### config.mk
export PLATFORM = sky130hd
export DESIGN_NAME = pc_fetch_unit
export DESIGN_NICKNAME = d
export VERILOG_FILES = /design/src/rtl/pc_fetch_unit.sv
export SDC_FILE = /design/constraint.sdc
export NUM_CORES = 1
export LEC_CHECK = 0
export BUFFER_PORTS_ARGS = -buffer_cell sky130_fd_sc_hd__clkbuf_2
export CORE_UTILIZATION = 30
export DETAILED_ROUTE_END_ITERATION = 10
export HOLD_SLACK_MARGIN = 0.15
export SYNTH_ARGS = -nofsm -noshare
export SYNTH_HDL_FRONTEND = slang
export SYNTH_SLANG_ARGS = --single-unit
### constraint.sdc
create_clock -name clk_i -period 2.9 [get_ports clk_i]
set_input_delay 0.435 -clock clk_i [delete_from_list [all_inputs] [get_ports clk_i]]
set_output_delay 0.435 -clock clk_i [all_outputs]
set_load 0.1 [all_outputs]
### src/rtl/pc_fetch_unit.sv
// pc_fetch_unit: program-counter register and instruction-fetch sequencer.
//
// Holds the fetch PC, drives the I-cache request, waits out cache misses and
// hazard stalls, and buffers one branch/jump redirect that arrives while the
// current access has not yet completed. Completed, non-squashed fetches are
// reported to the IF/ID register as if_valid_o / if_pc4_o.
//
// Optional build macro: PERF_CNT_EN adds miss_cycles_o, a saturating count
// of cycles spent in MISS_WAIT.
//
// Ports:
//   clk_i               clock, rising edge
//   rst_i               asynchronous active-low reset
//   stall_i             hazard stall, blocks fetch completion
//   branch_i            taken-branch pulse from EX
//   branch_pc4_i        PC+4 of the branch
//   branch_offset_i     sign-extended offset, already shifted left 2
//   jump_i              jump pulse from EX (wins over branch)
//   jump_target_i       jump target address
//   icache_ready_i      I-cache returns data for the current request
//   icache_req_o        fetch request for pc_o
//   pc_o                current fetch PC
//   if_valid_o          previous cycle completed a non-squashed fetch
//   if_pc4_o            PC+4 of the instruction flagged by if_valid_o
//   redirect_pending_o  a redirect is buffered, awaiting completion
//   miss_cycles_o       (PERF_CNT_EN only) miss-cycle counter
module pc_fetch_unit #(
    parameter logic [31:0] RESET_PC = 32'h0000_0000,
    parameter int          CNT_W    = 32
) (
    input  logic        clk_i,
    input  logic        rst_i,
    input  logic        stall_i,
    input  logic        branch_i,
    input  logic [31:0] branch_pc4_i,
    input  logic [31:0] branch_offset_i,
    input  logic        jump_i,
    input  logic [31:0] jump_target_i,
    input  logic        icache_ready_i,
    output logic        icache_req_o,
    output logic [31:0] pc_o,
    output logic        if_valid_o,
    output logic [31:0] if_pc4_o,
    output logic        redirect_pending_o
`ifdef PERF_CNT_EN
    ,
    output logic [CNT_W-1:0] miss_cycles_o
`endif
);

    typedef enum logic {FETCH, MISS_WAIT} state_t;

    state_t      state_q, state_d;
    logic [31:0] pc_q, pc_d;
    logic        valid_q, valid_d;
    logic [31:0] pc4_q, pc4_d;
    logic        pend_q, pend_d;
    logic [31:0] ptgt_q, ptgt_d;

    logic        redir;
    logic [31:0] redir_tgt;
    logic        complete;
    logic [31:0] pc_plus4;

    // Request is high whenever the block is out of reset, in either state.
    assign icache_req_o = rst_i;
    assign complete     = icache_req_o & icache_ready_i & ~stall_i;
    assign pc_plus4     = pc_q + 32'd4;
    assign redir        = jump_i | branch_i;
    assign redir_tgt    = jump_i ? (jump_target_i & 32'hFFFF_FFFC)
                                 : ((branch_pc4_i + branch_offset_i) & 32'hFFFF_FFFC);

    always_ff @(posedge clk_i or negedge rst_i) begin
        if (!rst_i) begin
            state_q <= FETCH;
            pc_q    <= RESET_PC;
            valid_q <= 1'b0;
            pc4_q   <= 32'h0;
            pend_q  <= 1'b0;
            ptgt_q  <= 32'h0;
        end else begin
            state_q <= state_d;
            pc_q    <= pc_d;
            valid_q <= valid_d;
            pc4_q   <= pc4_d;
            pend_q  <= pend_d;
            ptgt_q  <= ptgt_d;
        end
    end

    always_comb begin
        state_d = state_q;
        pc_d    = pc_q;
        valid_d = 1'b0;
        pc4_d   = pc4_q;
        pend_d  = pend_q;
        ptgt_d  = ptgt_q;

        unique case (state_q)
            FETCH:     if (!icache_ready_i) state_d = MISS_WAIT;
            MISS_WAIT: if (icache_ready_i)  state_d = FETCH;
            default:   state_d = FETCH;
        endcase

        if (complete) begin
            // A redirect (live or buffered) squashes the instruction just fetched.
            if (redir) begin
                pc_d = redir_tgt;
            end else if (pend_q) begin
                pc_d = ptgt_q;
            end else begin
                pc_d    = pc_plus4;
                valid_d = 1'b1;
                pc4_d   = pc_plus4;
            end
            pend_d = 1'b0;
        end else if (redir) begin
            // Access still in flight: remember the newest target until it completes.
            pend_d = 1'b1;
            ptgt_d = redir_tgt;
        end
    end

    assign pc_o               = pc_q;
    assign if_valid_o         = valid_q;
    assign if_pc4_o           = pc4_q;
    assign redirect_pending_o = pend_q;

`ifdef PERF_CNT_EN
    logic [CNT_W-1:0] cnt_q, cnt_d;

    always_comb begin
        cnt_d = cnt_q;
        if (state_q == MISS_WAIT && cnt_q != {CNT_W{1'b1}}) cnt_d = cnt_q + 1'b1;
    end

    always_ff @(posedge clk_i or negedge rst_i) begin
        if (!rst_i) cnt_q <= '0;
        else        cnt_q <= cnt_d;
    end

    assign miss_cycles_o = cnt_q;
`endif

endmodule

* Yosys cells after proc, flatten, opt, wreduce, memory -nomap -nowiden
Cells that the tools add are included.
Storage, ports and cells: word-level logic and storage cells 25, flip-flop bits (word level) 98, output and inout bits 67
Operators by class: add/subtract/negate cells 2, multiplexer cells 8, bitwise operators 7, reductions and logical operators 3
Operators by type and width (number):
- 2-to-1 mux 32 bit | 3
- adder 32 x 3 -> 32 bit (second input constant) | 1
- adder 32 bit | 1
- 2-to-1 mux 1 bit | 5
- NOT 1 bit | 4
- AND reduction 3 bit | 1
- bitwise AND 1 bit | 2
- AND reduction 2 bit | 1
- nonzero test 2 bit | 1
- bitwise OR 1 bit | 1

* Logic depth before layout (Yosys ltp)
depth in word-level cells 4, depth in mapped cells 10

* Least setup slack after synthesis
No wires, ideal clock.
path type reg2reg, start reg pc_q[2] (netlist: pc_o[2]), end reg pc_q[22] (netlist: pc_o[22]), data required time 2.764 ns, slack 0.026 ns, cell stages (with the launch flop) 9, arrival time 2.738 ns, path buffers 0, cells stage by stage dfrtp_1 > ha_1 > nand3_1 > nor3_4 > nand4_1 > xor2_1 > o21ai_0 > a222oi_1 > o21ai_0
On the way: longest elaborated chain between the ends 3
RTL lines:
- from (decl) | line 54 | logic [31:0] pc_q, pc_d;
- from (signal assigned) | line 83 | pc_q <= pc_d;
- adder 32 x 3 -> 32 bit | line 68 | assign pc_plus4 = pc_q + 32'd4;
- 2-to-1 mux 32 bit | line 109 | end else if (pend_q) begin
- 2-to-1 mux 32 bit | line 107 | if (redir) begin
No other way between the ends. A chain may end at the register's enable or synchronous reset.

* Worst setup path after layout
start in branch_pc4_i[14], end reg pc_q[31] (netlist: pc_o[31])
On the way: longest elaborated chain between the ends 3
RTL lines:
- from (decl) | line 35 | input logic [31:0] branch_pc4_i,
- adder 32 bit | line 71 | : ((branch_pc4_i + branch_offset_i) & 32'hFFFF_FFFC);
- 2-to-1 mux 32 bit | line 70 | assign redir_tgt = jump_i ? (jump_target_i & 32'hFFFF_FFFC)
- 2-to-1 mux 32 bit | line 107
No other way between the ends.

==> summary.txt <==
STA
  • Slew Limit Fails: 0
  • Final worst slack: 332 ps
  • Final Critical Period: 2570 ps
  • Count of final setup violators: 0
  • Period utilization: 0.886
  • Setup Skew: 5.95 ps
  • Hold Fails Final Rpt: 0
  • Worst hold slack: about 240 ps
  • Worst-margin pin slew: 665 ps
  • Max Fclk: 0.389 GHz
  • Setup TNS: 0 ps
  • RSZ-0062 raised after global routing: no
  • Slew HR: 0.557

Setup path
  • Crit path cell chain: clkbuf_2 > ha_1 > a211oi_1 > nor2_1 > o311a_1 > o41a_1 > nor4b_1 > a21oi_1 > o21ai_1 > a31oi_1
  • Worst Path Class, Setup: input pin to flip-flop
  • Critical path's largest stage delay: 370 ps
  • Worst Path Arrival: about 2800 ps
  • CP endpoint kind: flip-flop
  • Required time of the worst setup path: approximately 3100 ps
  • Maximum fanout along the worst path: 4
  • CP max stage cell: o41a_1
  • Startpoint Class: input pin

Clocking
  • CTS Sinks: 92
  • Clock latency on the worst-skew pair: ~350 ps
  • Reg clk slew, reported paths: 60 ps
  • CTS Buf Count: 9
  • H-tree depth: 3
  • CTS resizes: 0
  • Root buffer cell: clkbuf_16
  • Post-CTS Repair Setup Buffers: 0
  • CTS tree: yes
  • Clock buffer depth: 2
  • Post-CTS Hold Buffers: 0

Floorplanning
  • Vert. Die Dim: 148 µm
  • Io pins: 169
  • Core Rows: 53
  • Die area: 21900 µm²
  • Initial core utilization: 0.305
  • Core area: 21000 µm²
  • Die W: 148 µm

Hold path
  • Worst Hold Class: input pin to asynchronous set/reset pin

Global routing
  • Antenna violations before repair: 1
  • Largest net degree at the start of global routing: 53
  • Gr usage total: 0.196
  • First-pass GRT wire length: 33.1 mm
  • Via count of the first global-routing pass: 5799
  • Grt ovf: 0

Cells and area
  • Fill cell total of the finished layout: about 2200
  • Final cell count without fillers: 1237
  • Area taken by multi-input logic gates: 3880 µm²
  • FF/Latch Area: approximately 2300 µm²
  • Layout cells sized above 1: 0.241
  • # nets final: 1091
  • Most frequent cells in the layout: 161 x clkbuf_2, 153 x nand2_1, 92 x dfrtp_1
  • Area grow syn2layout: 25.2%
  • Most common cell after layout, fill and taps aside: clkbuf_2

Synthesis
  • Ys Warns: 0
  • Count of state elements after synthesis: 92
  • Asr flop ratio synth: 1.00
  • Dominant synthesized flop cell: dfrtp_1
  • Avg Inst Size Synth: roughly 8 µm²
  • Seq/Total Area, Yosys: 0.360
  • EDFF count, synth: 0
  • Post-Synthesis Cells: roughly 780
  • Area of the mapped netlist: 6390 µm²
  • Synth unique cells: 67

Power and ir drop
  • VDD IR max: 0.338 mV
  • PwrDens: 672 nW/µm²
  • Leak: 3.84 nW
  • Int Power: ~2.8 mW
  • Sequential share of power: 0.323
  • NetSw: 2.58 mW
  • Combinational Power Share: 0.456
  • Clk pwr share: 0.222
  • Switching fraction of total power: 0.480

Job
  • Max Cap Viol: 0

Place
  • Buffers on Ports: 162
  • Pre-CTS setup slack: -182 ps
  • Placed insts: ~1200
  • Post-DP HPWL: 16.5 mm
  • Gpl congestion: 0.828

Routing
  • Final WL: 20.9 mm
  • Via count of the routed design: around 6300
  • DRT antenna net count: 0
  • M1 wire length: between 10 and 15 mm
  • Drt pass-1 iters: 6
  • Met2 WL: 9.02 mm
  • Drt via density: 5.09
  • Met3 WL post-DR: 1.40 mm
  • DR top layer: met4
  • DRC viols: 0
  • Detailed Route Iter0 Violations: a little under 400
  • Drt wl/cell: 16.9 µm

Status
  • Outcome: finished, final reports clean
## cells in the mapped netlist (3+ instances only)
master,n,area (µm²)
o21ai_0,84,420
a211oi_1,4,30.0
dfrtp_1,92,2300
o21a_1,3,22.5
a31oi_1,10,62.6
and4_1,5,43.8
a21o_1,14,105
o21ai_1,7,35.0
mux2i_1,18,180
a221oi_1,7,61.3
o31ai_1,6,45.0
nor2_1,55,206
nand2b_1,3,18.8
inv_1,6,22.5
a22oi_1,4,30.0
nor3_1,6,30.0
o221ai_1,3,26.3
nand3_1,25,125
buf_1,3,11.3
or2_2,4,25.0
a222oi_1,4,40.0
and3_1,16,100
xor2_1,30,263
clkbuf_1,31,116
o21bai_1,4,30.0
buf_4,5,37.5
a21oi_1,57,285
ha_1,31,388
xnor2_1,26,228
nand4_1,15,93.8
nand2_1,153,574
a221o_1,3,30.0
## area by class of cell
type / instances / share of cell area
sequential: 92 / 0.288
clock inverter: 2 / 0.00438
clock buffer: 12 / 0.0321
inverter: 8 / 0.00376
tap: 275 / 0.0430
timing repair buffer: 206 / 0.143
multi-input combinational: 641 / 0.485
antenna: 1 / 0.000313
## final timing paths
kind,cells past startpoint,endpoint,start,slack (ps)
max in group asynchronous,3,pc_o[22],rst_i,1570
min in group clk_i,3,ptgt_q[5],jump_target_i[5],350
min,2,pc_o[2],rst_i,240
max reg2reg,8,pc_o[22],pc_o[8],420
min reg2reg,2,if_pc4_o[14],if_pc4_o[14],480
max,10,pc_o[31],branch_pc4_i[14],330
## registers in the layout (all words and copies together) (netlist names)
name                flops
if_pc4_o               30
redirect_pending_o      1
pc_o                   30
ptgt_q                 30
if_valid_o              1
## power by group through the flow
stage	Clock, mW	Sequential (mW)	Combinational, mW
2_1_floorplan	0	2.74	0.813
3_5_place_dp	0	1.75	2.44
4_1_cts	1.21	1.73	2.45
5_1_grt	1.28	1.76	2.61
3_3_place_gp	0	1.74	2.43
6_report	1.19	1.73	2.45
## cell families (layout without fill, tap and decap cells)
kind of cell / count (synthesis) / count (layout) / synth area share
other: 1 / 5 / 0.000587
xor gates and xnor gates: 56 / 56 / 0.0768
adders and majority gates: 31 / 31 / 0.0607
AOI/OAI and AO/OA: 233 / 233 / 0.226
DFF: 92 / 92 / 0.360
muxes: 19 / 19 / 0.0300
buffers and inverters: 51 / 228 / 0.0351
and+or+nand+nor: 298 / 298 / 0.210
## worst max-delay path: cells and delay by family
kind	cells	cell delay, ps
compound gates	6	1530
fa+ha+maj	1	330
buf+inv	1	80
simple gates	2	410
## routing by layer
layer,up-vias,track usage
met3,12,0.0318
met5,-,0
met2,218,0.292
li1,3162,-
met4,0,0.0443
met1,2903,0.294
## per-stage QoR
stage,area (µm²),util,power [mW]
6_report,7990,0.381,5.37
5_1_grt,7990,0.381,5.65
4_1_cts,7990,0.381,5.39
3_5_place_dp,7690,0.367,4.20
3_3_place_gp,7690,0.367,4.18
2_1_floorplan,6400,-,3.56
(Power assumes the default switching activity.)
